**src/rtl/rr_pkg.sv**
```systemverilog
`default_nettype none
// ============================================================================
// Module      : rr_pkg
// Description : Shared helpers for the round-robin dispatcher family.
// Revision    : 1.0 - initial release
// ============================================================================
package rr_pkg;

    // Bits needed to index n distinct values; never less than one bit.
    function automatic int unsigned rr_width(input int unsigned n);
        return (n <= 1) ? 1 : $clog2(n);
    endfunction

endpackage
`default_nettype wire

```
**src/rtl/rr_credit_ctr.sv**
```systemverilog
`default_nettype none
// ============================================================================
// Module      : rr_credit_ctr
// Description : Per-consumer credit counter. Starts full, spends one credit
//               per dispatched beat, regains one per credit-return pulse and
//               flags a return that would exceed the maximum.
// Revision    : 1.0 - initial release
// ============================================================================
module rr_credit_ctr
    import rr_pkg::*;
#(
    parameter int CREDITS = 2
) (
    input  logic clk,
    input  logic rst,
    input  logic i_dec,
    input  logic i_inc,
    output logic o_nz,
    output logic o_ovf_pulse
);

    localparam int               CNT_W = rr_width(CREDITS + 1);
    localparam logic [CNT_W-1:0] C_MAX = CNT_W'(CREDITS);
    localparam logic [CNT_W-1:0] C_ONE = CNT_W'(1);

    logic [CNT_W-1:0] r_cnt;
    logic             w_full;

    assign w_full = (r_cnt == C_MAX);

    // Credit balance: a simultaneous spend and return cancel out; a return
    // while already full is dropped (and reported through o_ovf_pulse).
    always_ff @(posedge clk) begin
        if (rst) begin
            r_cnt <= C_MAX;
        end else if (i_dec && !i_inc) begin
            r_cnt <= r_cnt - C_ONE;
        end else if (i_inc && !i_dec && !w_full) begin
            r_cnt <= r_cnt + C_ONE;
        end
    end

    assign o_nz        = |r_cnt;
    assign o_ovf_pulse = i_inc & ~i_dec & w_full;

endmodule
`default_nettype wire

```
**src/rtl/rr_dispatch.sv**
```systemverilog
`default_nettype none
// ============================================================================
// Module      : rr_dispatch
// Description : One-to-many round-robin dispatcher. Each accepted input beat
//               is issued to exactly one of W credit-holding consumers, with
//               rotating priority starting at the consumer after the last
//               one served. Outputs are registered.
// Revision    : 1.0 - initial release
// ============================================================================
module rr_dispatch
    import rr_pkg::*;
#(
    parameter int W       = 4,
    parameter int DATA_W  = 32,
    parameter int CREDITS = 2
) (
    input  logic              clk,
    input  logic              rst,
    input  logic              i_vld,
    input  logic [DATA_W-1:0] i_data,
    output logic              o_rdy,
    output logic [W-1:0]      o_vld,
    output logic [DATA_W-1:0] o_data,
    input  logic [W-1:0]      i_credit,
    output logic              o_ovf
);

    localparam int               PTR_W  = rr_width(W);
    localparam logic [PTR_W-1:0] C_LAST = PTR_W'(W - 1);
    localparam logic [PTR_W-1:0] C_ZERO = '0;
    localparam logic [PTR_W:0]   C_W_X  = (PTR_W + 1)'(W);
    localparam logic [W-1:0]     C_BIT0 = W'(1);

    logic [PTR_W-1:0]  r_ptr;
    logic [W-1:0]      r_vld;
    logic [DATA_W-1:0] r_data;
    logic              r_ovf;

    logic [W-1:0]      w_elig;
    logic [W-1:0]      w_ovf_pulse;
    logic [W-1:0]      w_dec;
    logic [2*W-1:0]    w_dbl;
    logic [2*W-1:0]    w_shift;
    logic [W-1:0]      w_rot;
    logic [PTR_W-1:0]  w_idx;
    logic              w_found;
    logic [PTR_W:0]    w_sum;
    logic [PTR_W-1:0]  w_sel;
    logic [PTR_W-1:0]  w_ptr_nxt;
    logic              w_accept;

    // ------------------------------------------------------------------
    // Per-consumer credit counters
    // ------------------------------------------------------------------
    generate
        for (genvar k = 0; k < W; k++) begin : g_ctr
            assign w_dec[k] = w_accept & (w_sel == PTR_W'(k));

            rr_credit_ctr #(
                .CREDITS (CREDITS)
            ) u_ctr (
                .clk         (clk),
                .rst         (rst),
                .i_dec       (w_dec[k]),
                .i_inc       (i_credit[k]),
                .o_nz        (w_elig[k]),
                .o_ovf_pulse (w_ovf_pulse[k])
            );
        end
    endgenerate

    // Ready depends on credit state only, so it never combinationally
    // follows i_vld.
    assign o_rdy    = |w_elig;
    assign w_accept = i_vld & o_rdy;

    // Rotate eligibility so that bit 0 corresponds to the current pointer;
    // doubling the vector makes the shift wrap for any W.
    assign w_dbl   = {w_elig, w_elig};
    assign w_shift = w_dbl >> r_ptr;
    assign w_rot   = w_shift[W-1:0];

    // Find the first eligible consumer in rotated order.
    always_comb begin
        w_found = 1'b0;
        w_idx   = C_ZERO;
        for (int i = 0; i < W; i++) begin
            if (w_rot[i] && !w_found) begin
                w_found = 1'b1;
                w_idx   = PTR_W'(i);
            end
        end
    end

    // Undo the rotation with an explicit mod-W wrap so non-power-of-two
    // consumer counts stay in range.
    always_comb begin
        w_sum = {1'b0, r_ptr} + {1'b0, w_idx};
        if (w_sum >= C_W_X) begin
            w_sum = w_sum - C_W_X;
        end
        w_sel     = w_sum[PTR_W-1:0];
        w_ptr_nxt = (w_sel == C_LAST) ? C_ZERO : (w_sel + PTR_W'(1));
    end

    // Pointer advances past the consumer just served.
    always_ff @(posedge clk) begin
        if (rst) begin
            r_ptr <= C_ZERO;
        end else if (w_accept) begin
            r_ptr <= w_ptr_nxt;
        end
    end

    // Registered beat outputs: valid is a one-cycle pulse, data holds.
    always_ff @(posedge clk) begin
        if (rst) begin
            r_vld  <= '0;
            r_data <= '0;
        end else if (w_accept) begin
            r_vld  <= C_BIT0 << w_sel;
            r_data <= i_data;
        end else begin
            r_vld  <= '0;
        end
    end

    // Sticky overflow: any consumer receiving a credit it cannot hold.
    always_ff @(posedge clk) begin
        if (rst) begin
            r_ovf <= 1'b0;
        end else if (|w_ovf_pulse) begin
            r_ovf <= 1'b1;
        end
    end

    assign o_vld  = r_vld;
    assign o_data = r_data;
    assign o_ovf  = r_ovf;

endmodule
`default_nettype wire

```
**config.mk**
```make
export PLATFORM = sky130hd
export DESIGN_NAME = rr_dispatch
export DESIGN_NICKNAME = d
export VERILOG_FILES = /design/src/rtl/rr_pkg.sv /design/src/rtl/rr_credit_ctr.sv /design/src/rtl/rr_dispatch.sv
export SDC_FILE = /design/constraint.sdc
export NUM_CORES = 1
export LEC_CHECK = 0
export ABC_AREA = 1
export CORE_MARGIN = 5
export CORE_UTILIZATION = 40
export CTS_BUF_LIST = sky130_fd_sc_hd__clkbuf_8
export CTS_CLUSTER_SIZE = 12
export DETAILED_ROUTE_END_ITERATION = 10
export PLACE_DENSITY = 0.82
export REMOVE_ABC_BUFFERS = 1
export SLEW_MARGIN = 40
export SYNTH_ARGS = -nofsm -noshare
export SYNTH_HDL_FRONTEND = slang
export SYNTH_HIERARCHICAL = 1
export SYNTH_SLANG_ARGS = --single-unit
```
**constraint.sdc**
```tcl
create_clock -name clk -period 9.03 [get_ports clk]
set_clock_uncertainty 0.15 [all_clocks]
set_input_delay 1.3545 -clock clk [delete_from_list [all_inputs] [get_ports clk]]
set_output_delay 1.3545 -clock clk [all_outputs]
set_load 0.03 [all_outputs]
```
==> reports/metrics.json, run 1 <==
{
  "antenna_left": {"value": 0},
  "post_cts.resized_instances": {"value": 0},
  "port-buffer-count": {"value": 76},
  "die-height": {"value": 82.4, "unit": "µm"},
  "critPathLaunchType": {"value": "flip-flop"},
  "max_freq": {"value": 0.310, "unit": "GHz"},
  "hold_viol_final": {"value": 0},
  "antennaDiodeCount": {"value": 0},
  "routed_vias": {"value": 2065},
  "row_count": {"value": 26},
  "avgSynthCellArea": {"value": 6.88, "unit": "µm²"},
  "ys.warnings.count": {"value": 6},
  "grt_antenna_before_repair": {"value": 0},
  "power.ir.vdd_worst": {"value": 0.000114, "unit": "V"},
  "run_status": {"value": "complete, no violations"},
  "power-per-cell-area": {"value": 252, "unit": "nW/µm²"},
  "die_area": {"value": 6790, "unit": "µm²"},
  "r2r_slack": {"value": 5.87, "unit": "ns"},
  "post_synth_inst_count": {"value": 305},
  "finalWeightedCongestion": {"value": 0.763},
  "finish.utilization": {"value": 58.7, "unit": "%"},
  "rr_startpoint": {"value": "g_ctr[1].u_ctr/r_cnt[1]"},
  "floorplan.io_pins": {"value": 77},
  "syn-cell-area": {"value": 2100, "unit": "µm²"},
  "critical_path_arrival": {"value": 1.72, "unit": "ns"},
  "route.final.wire_length": {"value": 5030, "unit": "µm"},
  "yosys_register_bits": {"value": 47},
  "timing.critical_path.required": {"value": 7.53, "unit": "ns"},
  "layout_commonest_cell": {"value": "sky130_fd_sc_hd__nor2_1"},
  "effective_utilization_at_floorplan": {"value": 41.1, "unit": "%"},
  "period_minus_slack": {"value": 3.23, "unit": "ns"},
  "detailedPlacementHpwl": {"value": 3780, "unit": "µm"},
  "tightestPinTransition": {"value": 0.796, "unit": "ns"},
  "die_w": {"value": 82.4, "unit": "µm"},
  "max_capacitance_violation_count": {"value": 0},
  "vias_per_cell": {"value": 4.60},
  "dr_iter_0_viols": {"value": 51},
  "relSlewSlack": {"value": 46.9, "unit": "%"},
  "drt-wirelength-per-cell": {"value": 11.2, "unit": "µm"},
  "worst-setup-path-type": {"value": "flip-flop to primary output"},
  "cts_root_buffer": {"value": "sky130_fd_sc_hd__clkbuf_8"},
  "clock_sinks": {"value": 47},
  "critical_path.max_fanout": {"value": 3},
  "crit_end": {"value": "o_rdy"},
  "worst_r2r_path_depth": {"value": 22},
  "ctsHtreeMaxLevel": {"value": 2},
  "power": {"value": 754, "unit": "µW"},
  "final_critical_path_share_of_the_clock_period": {"value": 35.8, "unit": "%"},
  "clk_pin_slew_worst_paths": {"value": 0.09, "unit": "ns"},
  "synth_cell_types": {"value": 24},
  "cts_buffers": {"value": 5},
  "reg2reg_to": {"value": "o_ovf"},
  "grt_overall_usage": {"value": 16.3, "unit": "%"},
  "slew_violations": {"value": 0},
  "cts_hold_repair.buffers": {"value": 0},
  "grt_remaining_overflow": {"value": 0},
  "seqCellArea": {"value": 941, "unit": "µm²"},
  "nets_finish": {"value": 422},
  "power.leakage": {"value": 0.00134, "unit": "µW"},
  "grt_pass1_wl": {"value": 8530, "unit": "µm"},
  "grt_max_degree": {"value": 41},
  "number_of_detailed_routing_iterations_run_before_antenna_repair": {"value": 4},
  "final_cell_mix": {"value": "sky130_fd_sc_hd__nor2_1, sky130_fd_sc_hd__clkdlybuf4s50_1, sky130_fd_sc_hd__nand2_1"},
  "syn2layout_area_growth": {"value": 43.0, "unit": "%"},
  "final_layout_size_suffix_gt1_share": {"value": 7.12, "unit": "%"},
  "post_cts.repair.setup_buffers": {"value": 0},
  "fill_cells": {"value": 469},
  "hold_path.class": {"value": "flip-flop to flip-flop"},
  "fin_tns_setup": {"value": 0, "unit": "ns"},
  "first_global_vias": {"value": 1976},
  "cts_tree": {"value": "yes"},
  "clk-insertion-delay-late": {"value": 0.30, "unit": "ns"},
  "critPathLaunch": {"value": "g_ctr[1].u_ctr/r_cnt[1]"},
  "seq_area_frac_synth": {"value": 44.9, "unit": "%"},
  "drc": {"value": 0},
  "report.final.setup_viol": {"value": 0},
  "setup.worst_path.end_class": {"value": "primary output"},
  "multi_input_area": {"value": 986, "unit": "µm²"},
  "ctsLongestPathBuffers": {"value": 2},
  "core-area": {"value": 5110, "unit": "µm²"},
  "rsz0062_at_grt": {"value": "false"}
}
==> Yosys cell counts <==
library cell               number  area share (%)
sky130_fd_sc_hd__nand2_4        1            0.54
sky130_fd_sc_hd__xor2_1         1            0.42
sky130_fd_sc_hd__o31ai_1        1            0.36
sky130_fd_sc_hd__or2_2          1            0.30
sky130_fd_sc_hd__nand3_2        1            0.48
sky130_fd_sc_hd__inv_1         29             5.2
sky130_fd_sc_hd__dfxtp_1       47              45
sky130_fd_sc_hd__nand3_1       19             4.5
sky130_fd_sc_hd__o21ai_1        5             1.2
sky130_fd_sc_hd__a21oi_1        1            0.24
sky130_fd_sc_hd__clkbuf_1       4            0.72
sky130_fd_sc_hd__nand2_1       49             8.8
sky130_fd_sc_hd__buf_1          1            0.18
sky130_fd_sc_hd__nand2_2       10             3.0
sky130_fd_sc_hd__ha_1           5             3.0
sky130_fd_sc_hd__nor2_1        86              15
sky130_fd_sc_hd__o21ai_0       28             6.7
sky130_fd_sc_hd__buf_2          3            0.72
sky130_fd_sc_hd__inv_2          4            0.72
sky130_fd_sc_hd__buf_4          2            0.72
sky130_fd_sc_hd__nor3_1         4            0.95
sky130_fd_sc_hd__o41ai_1        1            0.42
sky130_fd_sc_hd__a21boi_0       1            0.36
sky130_fd_sc_hd__nor2_2         1            0.30
==> metal layers <==
metal	track usage [%]	routed length (µm)	vias up
met5	0	0	-
met4	5.15	74	0
met3	8.03	496	6
met2	28.3	2450	56
met1	17.1	2010	914
li1	-	-	1089
==> worst max-delay path: stages, from the launching register on <==
cell and delay, ns:
sky130_fd_sc_hd__dfxtp_1 0.37, sky130_fd_sc_hd__inv_1 0.08, sky130_fd_sc_hd__nand2_1 0.13, sky130_fd_sc_hd__nor2_1 0.06, sky130_fd_sc_hd__nand2_1 0.09, sky130_fd_sc_hd__clkdlybuf4s50_1 0.69
==> power breakdown <==
| group | internal [µW] | leakage [µW] | switching [µW] |
|---|---|---|---|
| sequential | 243 | 0.000389 | 26.5 |
| clock | 62.5 | 0.0000474 | 71.4 |
| combinational | 132 | 0.000907 | 218 |
==> stage by stage <==
| stage | setup slack, ns | cells | area, µm² | hold slack [ns] |
|---|---|---|---|---|
| 6_report | 5.80 | 449 | 3000 | 0.335 |
| 3_5_place_dp | 5.50 | 441 | 2900 | 0.318 |
| 4_1_cts | 5.80 | 449 | 3000 | 0.340 |
| 5_1_grt | 5.56 | 449 | 3000 | 0.361 |
| 3_3_place_gp | 5.19 | 441 | 2900 | 0.312 |
| 2_1_floorplan | 6.02 | 295 | 2050 | 0.300 |
==> cell families (layout without fill, tap and decap cells) <==
family | Yosys count | count (layout) | synth area share (%)
AO/OA/AOI/OAI | 37 | 37 | 9.25
flip-flops | 47 | 47 | 44.9
AND/OR/NAND/NOR | 172 | 172 | 34.2
buffers and inverters | 43 | 117 | 8.23
adder cells (fa/ha/maj) | 5 | 5 | 2.98
XOR/XNOR | 1 | 1 | 0.418
==> sequential cells by signal, indices dropped and copies added (netlist names) <==
signal             cells
g_ctr.u_ctr/r_cnt      8
o_data                32
o_ovf                  1
o_vld                  4
r_ptr                  2
==> area by class of cell <==
cell class / instances / area share (%)
Clock buffer: 6 / 2.75
Timing Repair Buffer: 76 / 25.4
Sequential cell: 47 / 31.4
Clock inverter: 2 / 0.543
Tap cell: 70 / 2.92
Inverter: 33 / 4.13
Multi-Input combinational cell: 215 / 32.9
==> how the worst min path moves through the flow <==
stage                                       start  slack [ns]  cells past startpoint                 endpoint
after global routing      g_ctr[3].u_ctr/r_cnt[1]        0.36                      2  g_ctr[3].u_ctr/r_cnt[1]
after global placement                 o_data[24]        0.31                      2               o_data[24]
after detailed placement  g_ctr[2].u_ctr/r_cnt[1]        0.32                      2  g_ctr[2].u_ctr/r_cnt[1]
after CTS                 g_ctr[2].u_ctr/r_cnt[1]        0.34                      2  g_ctr[2].u_ctr/r_cnt[1]
final                                   o_data[9]        0.34                      2                o_data[9]
after floorplan           g_ctr[0].u_ctr/r_cnt[1]        0.30                      2  g_ctr[0].u_ctr/r_cnt[1]
Note: power is estimated with default switching activity, not from simulation.
==> run 2: changes to the inputs <==
Clock period 9.03 ns to 3.07 ns, I/O delays scaled along.
==> reports/metrics.json, run 2 (synthesis results as in run 1) <==
{
  "run_status": {"value": "complete, no violations", "change": "unchanged"},
  "detailedPlacementHpwl": {"value": 4080, "unit": "µm", "change": "was 3780 µm"},
  "first_global_vias": {"value": 2056, "change": "was 1976"},
  "finalWeightedCongestion": {"value": 0.862, "change": "was 0.763"},
  "worst-setup-path-type": {"value": "flip-flop to flip-flop", "change": "was flip-flop to primary output"},
  "power.ir.vdd_worst": {"value": 0.000351, "unit": "V", "change": "was 0.000114 V"},
  "layout_commonest_cell": {"value": "sky130_fd_sc_hd__nor2_1", "change": "unchanged"},
  "critical_path.max_fanout": {"value": 4, "change": "was 3"},
  "grt_remaining_overflow": {"value": 0, "change": "unchanged"},
  "cts_tree": {"value": "yes", "change": "unchanged"},
  "floorplan.io_pins": {"value": 77, "change": "unchanged"},
  "antennaDiodeCount": {"value": 0, "change": "unchanged"},
  "largest_reg_flops": {"value": 32, "change": "unchanged"},
  "route.final.wire_length": {"value": 5660, "unit": "µm", "change": "was 5030 µm"},
  "grt_pass1_wl": {"value": 8800, "unit": "µm", "change": "was 8530 µm"},
  "clock_sinks": {"value": 47, "change": "unchanged"},
  "fill_cells": {"value": 465, "change": "was 469"},
  "grt_overall_usage": {"value": 16.9, "unit": "%", "change": "was 16.3%"},
  "power.leakage": {"value": 0.00140, "unit": "µW", "change": "was 0.00134 µW"},
  "port-buffer-count": {"value": 76, "change": "unchanged"},
  "row_count": {"value": 26, "change": "unchanged"},
  "final_layout_size_suffix_gt1_share": {"value": 17.0, "unit": "%", "change": "was 7.12%"},
  "cts_hold_repair.buffers": {"value": 0, "change": "unchanged"},
  "period_minus_slack": {"value": 2.89, "unit": "ns"},
  "ctsLongestPathBuffers": {"value": 2, "change": "unchanged"},
  "nets_finish": {"value": 432, "change": "was 422"},
  "die-height": {"value": 82.4, "unit": "µm", "change": "unchanged"},
  "max_freq": {"value": 0.346, "unit": "GHz"},
  "dr_iter_0_viols": {"value": 162, "change": "was 51"},
  "antenna_left": {"value": 0, "change": "unchanged"},
  "max_capacitance_violation_count": {"value": 0, "change": "unchanged"},
  "final_cell_mix": {"value": "sky130_fd_sc_hd__nor2_1, sky130_fd_sc_hd__clkdlybuf4s50_1, sky130_fd_sc_hd__nand2_1", "change": "unchanged"},
  "finish.utilization": {"value": 61.6, "unit": "%", "change": "was 58.7%"},
  "routed_vias": {"value": 2153, "change": "was 2065"},
  "drc": {"value": 0, "change": "unchanged"},
  "timing.critical_path.required": {"value": 3.11, "unit": "ns", "change": "was 7.53 ns"},
  "core-area": {"value": 5110, "unit": "µm²", "change": "unchanged"},
  "clk-insertion-delay-late": {"value": 0.29, "unit": "ns", "change": "was 0.30 ns"},
  "setup.worst_path.end_class": {"value": "flip-flop", "change": "was primary output"},
  "hold_path.class": {"value": "flip-flop to flip-flop", "change": "unchanged"},
  "fin_tns_setup": {"value": 0, "unit": "ns", "change": "unchanged"},
  "dp.cells": {"value": 444, "change": "was 441"},
  "grt_antenna_before_repair": {"value": 0, "change": "unchanged"},
  "grt_max_degree": {"value": 34, "change": "was 41"},
  "number_of_detailed_routing_iterations_run_before_antenna_repair": {"value": 6, "change": "was 4"},
  "vias_per_cell": {"value": 4.70, "change": "was 4.60"},
  "die_w": {"value": 82.4, "unit": "µm", "change": "unchanged"},
  "syn2layout_area_growth": {"value": 49.9, "unit": "%", "change": "was 43.0%"},
  "die_area": {"value": 6790, "unit": "µm²", "change": "unchanged"},
  "final_critical_path_share_of_the_clock_period": {"value": 94.1, "unit": "%"},
  "timing.hold.ws": {"value": 0.334, "unit": "ns", "change": "was 0.335 ns"},
  "final_cell_count_no_fill": {"value": 458, "change": "was 449"},
  "relSlewSlack": {"value": 62.8, "unit": "%", "change": "was 46.9%"},
  "power": {"value": 2460, "unit": "µW", "change": "was 754 µW"},
  "clk_pin_slew_worst_paths": {"value": 0.09, "unit": "ns", "change": "about the same"},
  "critPathLaunchType": {"value": "flip-flop", "change": "unchanged"},
  "effective_utilization_at_floorplan": {"value": 41.1, "unit": "%", "change": "unchanged"},
  "cts_buffers": {"value": 5, "change": "unchanged"},
  "critical_path_arrival": {"value": 2.93, "unit": "ns", "change": "was 1.72 ns"},
  "slew_violations": {"value": 0, "change": "unchanged"},
  "drt-wirelength-per-cell": {"value": 12.3, "unit": "µm", "change": "was 11.2 µm"},
  "hold_viol_final": {"value": 0, "change": "unchanged"},
  "ctsHtreeMaxLevel": {"value": 2, "change": "unchanged"},
  "cts_root_buffer": {"value": "sky130_fd_sc_hd__clkbuf_8", "change": "unchanged"},
  "power-per-cell-area": {"value": 783, "unit": "nW/µm²", "change": "was 252 nW/µm²"},
  "tightestPinTransition": {"value": 0.558, "unit": "ns", "change": "was 0.796 ns"},
  "report.final.setup_viol": {"value": 0, "change": "unchanged"}
}
run 2: worst paths after layout:
path | startpoint | endpoint | slack, ns | depth (start not counted)
max reg2reg | g_ctr[1].u_ctr/r_cnt[0] | o_ovf | 0.18 | 22
min | o_data[22] | o_data[22] | 0.33 | 2
min reg2reg | o_data[22] | o_data[22] | 0.33 | 2
max | g_ctr[1].u_ctr/r_cnt[0] | o_ovf | 0.18 | 22
run 2: through the flow:
stage / instance area [µm²] / setup slack (ns)
2_1_floorplan: 2050 / 0.229
3_3_place_gp: 2920 / 0.0851
3_5_place_dp: 2920 / -0.0556
4_1_cts: 3040 / 0.0241
5_1_grt: 3140 / -0.0544
6_report: 3140 / 0.180
run 2: layout make-up:
type                       instances  area (µm²)  share of cell area, %
multi-input combinational        215        1040                   33.1
sequential                        47         955                   30.4
timing repair buffer              86         836                   26.6
inverter                          33         124                   3.94
tap                               70        87.6                   2.79
clock buffer                       5        68.8                   2.19
clock inverter                     2        33.8                   1.07
run 2: worst max-delay path, stage by stage (launching register included):
cell                       delay, ns
sky130_fd_sc_hd__dfxtp_2        0.34
sky130_fd_sc_hd__inv_1          0.08
sky130_fd_sc_hd__nand2_2        0.07
sky130_fd_sc_hd__nand2_1        0.10
sky130_fd_sc_hd__nand3_2        0.08
sky130_fd_sc_hd__nand2_2        0.09
sky130_fd_sc_hd__nand3_2        0.08
sky130_fd_sc_hd__a21boi_2       0.15
sky130_fd_sc_hd__ha_2           0.21
sky130_fd_sc_hd__xor2_2         0.18
sky130_fd_sc_hd__inv_1          0.07
sky130_fd_sc_hd__nand3_2        0.09
sky130_fd_sc_hd__nand2_4        0.07
sky130_fd_sc_hd__inv_2          0.06
sky130_fd_sc_hd__ha_2           0.15
sky130_fd_sc_hd__inv_1          0.04
sky130_fd_sc_hd__nor2_2         0.09
sky130_fd_sc_hd__inv_1          0.06
sky130_fd_sc_hd__nand2_2        0.07
sky130_fd_sc_hd__nor3_1         0.04
sky130_fd_sc_hd__or2_2          0.27
sky130_fd_sc_hd__o41ai_2        0.19
sky130_fd_sc_hd__inv_1          0.06
run 2: report_power, final:
part | switching (µW) | total (µW) | internal [µW] | leakage [µW]
combinational | 727 | 1210 | 481 | 0.000954
sequential | 90.8 | 821 | 730 | 0.000391
clock | 198 | 434 | 236 | 0.0000554
run 2: routing by layer:
layer / vias up / GRT usage (%) / part of all wire [%]
li1: 1104 / - / -
met1: 975 / 16.2 / 38
met2: 67 / 29.6 / 50
met3: 7 / 9.22 / 10
met4: 0 / 7.64 / 1.3
met5: - / 0 / 0
run 2: what timing repair did:
| item | CTS | global route |
|---|---|---|
| gates resized for setup | 3 | 31 |
| setup endpoints to repair | 1 | 1 |
| pin swaps | 0 | 7 |
| setup buffers | 1 | 6 |
==> run 3: changes to the inputs <==
Settings changed: CTS_BUF_LIST sky130_fd_sc_hd__clkbuf_8 to sky130_fd_sc_hd__clkbuf_16.
==> reports/metrics.json, run 3 (synthesis results as in run 1) <==
{
  "power.leakage": {"value": 0.00142, "unit": "µW", "change": "was 0.00140 µW"},
  "report.final.setup_viol": {"value": 0, "change": "unchanged"},
  "rr_startpoint": {"value": "r_ptr[0]", "change": "was g_ctr[1].u_ctr/r_cnt[0]"},
  "tightestPinTransition": {"value": 0.571, "unit": "ns", "change": "was 0.558 ns"},
  "layout_commonest_cell": {"value": "sky130_fd_sc_hd__nor2_1", "change": "unchanged"},
  "route.final.wire_length": {"value": 5850, "unit": "µm", "change": "was 5660 µm"},
  "routed_vias": {"value": 2181, "change": "was 2153"},
  "hold_path.startpoint": {"value": "o_data[11]", "change": "was o_data[22]"},
  "grt_pass1_wl": {"value": 8990, "unit": "µm", "change": "was 8800 µm"},
  "port-buffer-count": {"value": 76, "change": "unchanged"},
  "detailed_place.area": {"value": 2920, "unit": "µm²", "change": "unchanged"},
  "worst-setup-path-type": {"value": "flip-flop to flip-flop", "change": "unchanged"},
  "power-per-cell-area": {"value": 823, "unit": "nW/µm²", "change": "was 783 nW/µm²"},
  "grt_overall_usage": {"value": 17.3, "unit": "%", "change": "was 16.9%"},
  "fill_cells": {"value": 450, "change": "was 465"},
  "critical-path-top-cell-by-count": {"value": "sky130_fd_sc_hd__inv_1", "change": "unchanged"},
  "finalInstanceArea": {"value": 3200, "unit": "µm²", "change": "was 3140 µm²"},
  "setup.worst_path.end_class": {"value": "flip-flop", "change": "unchanged"},
  "final_cell_count_no_fill": {"value": 458, "change": "unchanged"},
  "largest_reg_flops": {"value": 32, "change": "unchanged"},
  "critPathLaunchType": {"value": "flip-flop", "change": "unchanged"},
  "max_freq": {"value": 0.341, "unit": "GHz", "change": "was 0.346 GHz"},
  "antennaDiodeCount": {"value": 0, "change": "unchanged"},
  "die_w": {"value": 82.4, "unit": "µm", "change": "unchanged"},
  "clk_pin_slew_worst_paths": {"value": 0.06, "unit": "ns", "change": "was 0.09 ns"},
  "critical_path.max_fanout": {"value": 6, "change": "was 4"},
  "critical_path_arrival": {"value": 2.96, "unit": "ns", "change": "was 2.93 ns"},
  "timing.hold.ws": {"value": 0.332, "unit": "ns", "change": "was 0.334 ns"},
  "number_of_detailed_routing_iterations_run_before_antenna_repair": {"value": 4, "change": "was 6"},
  "cp_slowest_cell": {"value": "sky130_fd_sc_hd__dfxtp_2", "change": "unchanged"},
  "max_capacitance_violation_count": {"value": 0, "change": "unchanged"},
  "effective_utilization_at_floorplan": {"value": 41.1, "unit": "%", "change": "unchanged"},
  "cts_buffers": {"value": 5, "change": "unchanged"},
  "clock_sinks": {"value": 47, "change": "unchanged"},
  "relSlewSlack": {"value": 61.9, "unit": "%", "change": "was 62.8%"},
  "syn2layout_area_growth": {"value": 52.5, "unit": "%", "change": "was 49.9%"},
  "dr_iter_0_viols": {"value": 205, "change": "was 162"},
  "cts_root_buffer": {"value": "sky130_fd_sc_hd__clkbuf_16", "change": "was sky130_fd_sc_hd__clkbuf_8"},
  "die-height": {"value": 82.4, "unit": "µm", "change": "unchanged"},
  "final_critical_path_share_of_the_clock_period": {"value": 95.5, "unit": "%", "change": "was 94.1%"},
  "dp.cells": {"value": 444, "change": "unchanged"},
  "run_status": {"value": "complete, no violations", "change": "unchanged"},
  "finalWeightedCongestion": {"value": 0.862, "change": "unchanged"},
  "power": {"value": 2630, "unit": "µW", "change": "was 2460 µW"},
  "grt_remaining_overflow": {"value": 0, "change": "unchanged"},
  "grt_max_degree": {"value": 34, "change": "unchanged"},
  "fin_tns_setup": {"value": 0, "unit": "ns", "change": "unchanged"},
  "nets_finish": {"value": 432, "change": "unchanged"},
  "timing.critical_path.required": {"value": 3.10, "unit": "ns", "change": "was 3.11 ns"},
  "floorplan.io_pins": {"value": 77, "change": "unchanged"},
  "clk-insertion-delay-late": {"value": 0.29, "unit": "ns", "change": "about the same"},
  "timing.critical_path.cells": {"value": "inv_2 > nand2_2 > nand3_2 > nand2_2 > nand3_2 > a21boi_2 > ha_2 > xor2_2 > inv_1 > nand3_2 > nand2_4 > inv_2 > ha_2 > inv_1 > nor2_2 > inv_1 > nand2_2 > nor3_1 > or2_2 > o41ai_2 > inv_1", "change": "was inv_1 > nand2_2 > nand2_1 > nand3_2 > nand2_2 > nand3_2 > a21boi_2 > ha_2 > xor2_2 > inv_1 > nand3_2 > nand2_4 > inv_2 > ha_2 > inv_1 > nor2_2 > inv_1 > nand2_2 > nor3_1 > or2_2 > o41ai_2 > inv_1"},
  "core-area": {"value": 5110, "unit": "µm²", "change": "unchanged"},
  "die_area": {"value": 6790, "unit": "µm²", "change": "unchanged"},
  "hold_path.class": {"value": "flip-flop to flip-flop", "change": "unchanged"},
  "power.ir.vdd_worst": {"value": 0.000439, "unit": "V", "change": "was 0.000351 V"},
  "ctsHtreeMaxLevel": {"value": 2, "change": "unchanged"},
  "grt_antenna_before_repair": {"value": 0, "change": "unchanged"},
  "final_cell_mix": {"value": "sky130_fd_sc_hd__nor2_1, sky130_fd_sc_hd__clkdlybuf4s50_1, sky130_fd_sc_hd__nand2_1", "change": "unchanged"},
  "vias_per_cell": {"value": 4.76, "change": "was 4.70"},
  "worst_path_largest_cell_delay": {"value": 0.40, "unit": "ns", "change": "was 0.34 ns"},
  "final_layout_size_suffix_gt1_share": {"value": 17.0, "unit": "%", "change": "unchanged"},
  "detailedPlacementHpwl": {"value": 4080, "unit": "µm", "change": "unchanged"},
  "first_global_vias": {"value": 2086, "change": "was 2056"},
  "antenna_left": {"value": 0, "change": "unchanged"},
  "critPathLaunch": {"value": "r_ptr[0]", "change": "was g_ctr[1].u_ctr/r_cnt[0]"},
  "cts_tree": {"value": "yes", "change": "unchanged"},
  "ctsLongestPathBuffers": {"value": 2, "change": "unchanged"},
  "slew_violations": {"value": 0, "change": "unchanged"},
  "hold_viol_final": {"value": 0, "change": "unchanged"},
  "drc": {"value": 0, "change": "unchanged"},
  "period_minus_slack": {"value": 2.93, "unit": "ns", "change": "was 2.89 ns"},
  "drt-wirelength-per-cell": {"value": 12.8, "unit": "µm", "change": "was 12.3 µm"},
  "row_count": {"value": 26, "change": "unchanged"}
}
-- run 3: cell counts in the layout (fill, tap and decap cells not counted) --
No cell type changed its count.
-- run 3: critical path, delay by kind of cell (launching register included) --
kind | cells | cell delay [ns]
adder cells (fa/ha/maj) | 2 | 0.36
flip-flops | 1 | 0.40
AND/OR/NAND/NOR | 10 | 1.00
AO/OA/AOI/OAI | 2 | 0.34
buffers and inverters | 6 | 0.38
XOR/XNOR | 1 | 0.18
-- run 3: power breakdown --
part	switching (µW)	leakage (µW)	total (µW)	internal, µW
combinational	737	0.000953	1220	479
sequential	91.5	0.000391	820	729
clock	221	0.0000811	597	377
total	1050	0.00142	2630	1580
-- run 3: final timing paths --
| check | end | slack [ns] | cells after the start |
|---|---|---|---|
| min | o_data[11] | 0.33 | 2 |
| min reg2reg | o_data[11] | 0.33 | 2 |
| max | o_ovf | 0.14 | 21 |
| max reg2reg | o_ovf | 0.14 | 21 |
-- run 3: cell type report --
| type | count | area (µm²) | area share (%) |
|---|---|---|---|
| multi-input cells | 215 | 1040 | 32.5 |
| flip-flops and latches | 47 | 952 | 29.8 |
| repair buffers | 86 | 836 | 26.1 |
| clock buffers | 5 | 125 | 3.91 |
| inverters | 33 | 124 | 3.87 |
| well taps | 70 | 87.6 | 2.74 |
| clock inverters | 2 | 33.8 | 1.06 |
-- run 3: what timing repair did --
action / CTS / global route
hold buffers: 0 / 0
setup buffers: 1 / 6
hold endpoints to repair: 0 / 0
endpoints found under the setup margin: 1 / 2
pin swaps: 0 / 6
resized for setup: 4 / 29
-- run 3: metal layers --
layer | track usage (%) | share of wire [%] | routed length, µm
met3 | 9.44 | 10 | 608
met5 | 0 | 0 | 0
met2 | 31.3 | 51 | 2970
met4 | 6.31 | 2.2 | 128
met1 | 16.3 | 37 | 2140
-- run 3: per-stage QoR --
stage / utilization (%) / setup slack, ns
finish: 62.6 / 0.138
floorplan: - / 0.229
CTS: 60.7 / 0.0308
detailed placement: 57.2 / -0.0556
global route: 62.6 / -0.0590
global placement: 57.2 / 0.0851
